### src/rtl/pipe_stage_reg.sv
// pipe_stage_reg: one pipeline-stage register with a valid/ready handshake.
// It carries regwrite/a3/src/Tnew/data fields, saturates Tnew down by one
// on capture, and presents an all-zero bubble whenever it holds no entry.
// Build option: define PIPE_STAGE_SKID_EN for a two-entry (main + skid)
// stage whose in_ready is a register. Without it the stage has a single
// entry and a combinational in_ready.
module pipe_stage_reg #(
    parameter int DATA_W = 96,
    parameter int TNEW_W = 4,
    parameter int SRC_W  = 3
) (
    input  logic              clk,
    input  logic              reset,
    input  logic              flush,
    input  logic              in_valid,
    output logic              in_ready,
    input  logic              in_regwrite,
    input  logic [4:0]        in_a3,
    input  logic [SRC_W-1:0]  in_src,
    input  logic [TNEW_W-1:0] in_tnew,
    input  logic [DATA_W-1:0] in_data,
    output logic              out_valid,
    input  logic              out_ready,
    output logic              out_regwrite,
    output logic [4:0]        out_a3,
    output logic [SRC_W-1:0]  out_src,
    output logic [TNEW_W-1:0] out_tnew,
    output logic [DATA_W-1:0] out_data
);

    // Tnew counts down by one per stage and stops at zero.
    function automatic logic [TNEW_W-1:0] tnew_dec(input logic [TNEW_W-1:0] t);
        return (t == '0) ? '0 : t - TNEW_W'(1);
    endfunction

    logic              m_valid;
    logic              m_regwrite;
    logic [4:0]        m_a3;
    logic [SRC_W-1:0]  m_src;
    logic [TNEW_W-1:0] m_tnew;
    logic [DATA_W-1:0] m_data;

    logic accept;
    assign accept = in_valid && in_ready;

`ifdef PIPE_STAGE_SKID_EN
    logic              s_valid;
    logic              s_regwrite;
    logic [4:0]        s_a3;
    logic [SRC_W-1:0]  s_src;
    logic [TNEW_W-1:0] s_tnew;
    logic [DATA_W-1:0] s_data;

    // in_ready comes straight from the skid flag, so out_ready never reaches it.
    assign in_ready = !s_valid;

    // Main refills from skid first (older entry); a new input goes to main
    // when main frees up, otherwise it parks in skid while main is stalled.
    always_ff @(posedge clk) begin
        if (reset || flush) begin
            m_valid <= 1'b0;
            s_valid <= 1'b0;
        end else if (!m_valid || out_ready) begin
            if (s_valid) begin
                m_valid    <= 1'b1;
                m_regwrite <= s_regwrite;
                m_a3       <= s_a3;
                m_src      <= s_src;
                m_tnew     <= s_tnew;
                m_data     <= s_data;
                s_valid    <= 1'b0;
            end else if (accept) begin
                m_valid    <= 1'b1;
                m_regwrite <= in_regwrite;
                m_a3       <= in_a3;
                m_src      <= in_src;
                m_tnew     <= tnew_dec(in_tnew);
                m_data     <= in_data;
            end else begin
                m_valid <= 1'b0;
            end
        end else if (accept) begin
            s_valid    <= 1'b1;
            s_regwrite <= in_regwrite;
            s_a3       <= in_a3;
            s_src      <= in_src;
            s_tnew     <= tnew_dec(in_tnew);
            s_data     <= in_data;
        end
    end
`else
    // A single entry can take new data whenever it is empty or draining.
    assign in_ready = !m_valid || out_ready;

    // Capture on accept (covers pass-through), empty on a plain dequeue.
    always_ff @(posedge clk) begin
        if (reset || flush) begin
            m_valid <= 1'b0;
        end else if (accept) begin
            m_valid    <= 1'b1;
            m_regwrite <= in_regwrite;
            m_a3       <= in_a3;
            m_src      <= in_src;
            m_tnew     <= tnew_dec(in_tnew);
            m_data     <= in_data;
        end else if (out_ready) begin
            m_valid <= 1'b0;
        end
    end
`endif

    // Empty stage shows an all-zero bubble to the hazard logic.
    always_comb begin
        out_valid    = m_valid;
        out_regwrite = m_valid & m_regwrite;
        out_a3       = m_valid ? m_a3   : '0;
        out_src      = m_valid ? m_src  : '0;
        out_tnew     = m_valid ? m_tnew : '0;
        out_data     = m_valid ? m_data : '0;
    end

endmodule

### config.mk
export PLATFORM = sky130hd
export DESIGN_NAME = pipe_stage_reg
export DESIGN_NICKNAME = d
export VERILOG_FILES = /design/src/rtl/pipe_stage_reg.sv
export SDC_FILE = /design/constraint.sdc
export NUM_CORES = 1
export LEC_CHECK = 0
export CAP_MARGIN = 20
export CELL_PAD_IN_SITES_DETAIL_PLACEMENT = 1
export CELL_PAD_IN_SITES_GLOBAL_PLACEMENT = 1
export CORE_UTILIZATION = 33
export CTS_CLUSTER_SIZE = 40
export DETAILED_ROUTE_END_ITERATION = 6
export HOLD_SLACK_MARGIN = 0.1
export PLACE_DENSITY_LB_ADDON = 0.1
export SLEW_MARGIN = 10
export SYNTH_ARGS = -nofsm -noshare
export SYNTH_HDL_FRONTEND = slang
export SYNTH_SLANG_ARGS = --single-unit
### constraint.sdc
create_clock -name clk -period 11.52 [get_ports clk]
set_input_delay 2.304 -clock clk [delete_from_list [all_inputs] [get_ports clk]]
set_output_delay 2.304 -clock clk [all_outputs]
set_load 0.005 [all_outputs]
==> results.cfg <==
[run_status]
status = completed

[clock_network]
htreeDepth = 3
cts_setup_buffers = 0
clk_path_buf_depth = 2
cts_sinks = 110
cts_resized = 0
cts_tree = yes
cts_hold_buf = 0
cts_root_buffer = clkbuf_16
clk_latency_ns = 0.35
clk_pin_slew_ns = 0.07
cts_inserted_buffers = 9

[global_routing]
grt_pass1_wl_um = 15500
grt_pass1_vias = 2982
grt_max_degree = 68
grt_usage_pct = 16.2
overflow = 0
antenna_found_initial = 0

[cells_and_area]
drive_gt1_share_pct = 4.18
fin_cells = 647
nFillCells = 1203
diodes = 0
layout.nets = 591
ff_latch_area_um2 = 3290
area_growth_pct = 64.7
design_area_um2 = 6850
multiInputGateArea_um2 = 801

[synth]
ys_warn_count = 0
synth-seq-cells = 110
synth_fp_nets = 366
yosysSeqAreaShare_pct = 79.1
syn_area_um2 = 4160
syn_avg_cell_area_um2 = 16.7
synthCells = 250
yosysUniqueCellTypes = 19

[drt]
vias = 2794
drt-total-wl_um = 10400
viasPerCell = 4.32
antenna_left = 0
dr.pass1.iters = 4
wl_per_cell_um = 16.0
drt-initial-drc-count = 122
drc = 0

[placement]
placed_area_um2 = 6570
hpwl_um = 7390
port_buffers = 224
place_congestion = 0.688
post-place-cells = 632

[die]
initial_core_util_pct = 34.2
dieArea_um2 = 13100
fp.dieH_um = 114
io_pins = 225
rows = 40
die_w_um = 114
fp.coreArea_um2 = 12200

[timing]
slew_headroom_pct = 49.2
tightest_slew_ns = 0.762
layout_min_cycle_time_ns = 5.70
finalHoldWorstSlack_ns = 0.815
final_hold_viol_count = 0
rsz0062_at_grt = false
fin_crit_sh_pct = 49.4
tns_ns = 0
slew_viol_final = 0
setup_violations = 0
fin_skew_ns = 0.00436
fmax_mhz = 176

[worst_setup_path]
start_kind = primary input
arrival_ns = 3.39
crit_fanout = 3
cp.required_ns = 9.22
critPathKind = primary input to primary output
end_kind = primary output

[power]
power.density_nw_per_um2 = 122
total_power_uw = 838
ir_drop_mv = 0.0864
leakage_nw = 2.36

[job]
cap_violations = 0

[hold_path]
hold_class = register to register
[sequential cells by signal (all words and copies together), names as in the netlist]
name / flops
m_a3: 5
m_data: 96
m_regwrite: 1
m_src: 3
m_tnew: 4
out_valid: 1
[worst paths after layout]
kind / from / endpoint / slack, ns / depth (start not counted)
max reg2reg: out_valid / m_data[88] / 9.01 / 3
max: out_ready / in_ready / 5.82 / 3
min reg2reg: out_valid / out_valid / 0.81 / 2
min: out_valid / out_valid / 0.81 / 2
[cell usage in the layout, fill, tap and decap left out, types with 2 or more instances in the layout]
cell             instances
clkdlybuf4s50_1        224
nor2_1                   4
inv_1                    3
and2_1                 109
ha_1                     2
edfxtp_1               109
clkinv_2                 2
clkbuf_16                9
buf_4                    2
[routing by layer]
layer | track usage (%) | part of all wire (%)
met5 | 0 | 0
met4 | 6.67 | 1.9
met3 | 8.15 | 13
met2 | 26.8 | 48
met1 | 17.7 | 38
[cells by family (layout without fill, tap and decap cells)]
family / after synthesis / in the layout / share of synthesized area (%)
AND/OR/NAND/NOR: 120 / 120 / 17.9
buffers and inverters: 15 / 244 / 1.77
multiplexers: 1 / 1 / 0.270
flip-flops: 110 / 110 / 79.1
adder cells (fa/ha/maj): 2 / 2 / 0.601
AO/OA/AOI/OAI: 2 / 2 / 0.301
[critical path, stage by stage]
cell	delay (ns)
clkdlybuf4s50_1	0.45
nand2b_2	0.13
clkdlybuf4s50_1	0.51
[through the flow]
step	worst slack [ns]	util, %
2_1_floorplan	6.05	-
3_3_place_gp	5.83	54.1
3_5_place_dp	5.83	54.1
4_1_cts	5.82	56.4
5_1_grt	5.79	56.4
6_report	5.82	56.4
[synthesized netlist by cell type]
library cell	n	area share (%)
nand2b_2	1	0.21
ha_1	2	0.60
nor3_1	1	0.12
inv_1	3	0.27
mux2_2	1	0.27
o21ai_0	1	0.12
and3_1	1	0.15
buf_4	1	0.18
nor3b_1	1	0.18
or2b_1	1	0.18
nor2b_1	1	0.15
and2_1	109	16
buf_2	5	0.60
nor2_1	4	0.36
dfxtp_1	1	0.48
clkbuf_2	6	0.72
or2b_2	1	0.21
edfxtp_1	109	79
a21boi_0	1	0.18
[power by group]
group	switching (mW)	internal, mW	total, mW	leakage (nW)
logic	0.0227	0.0552	0.0780	1.22
clock network	0.137	0.166	0.303	0.136
registers	0.00351	0.453	0.457	1.01
[cell type report]
cell class	instances	area share, %
clock inverter	5	0.748
tap	168	3.07
clock buffer	10	3.34
sequential	110	48.1
timing repair buffer	226	32.9
inverter	3	0.164
multi-input combinational	125	11.7
No activity file was read; power rests on OpenSTA's default activity.
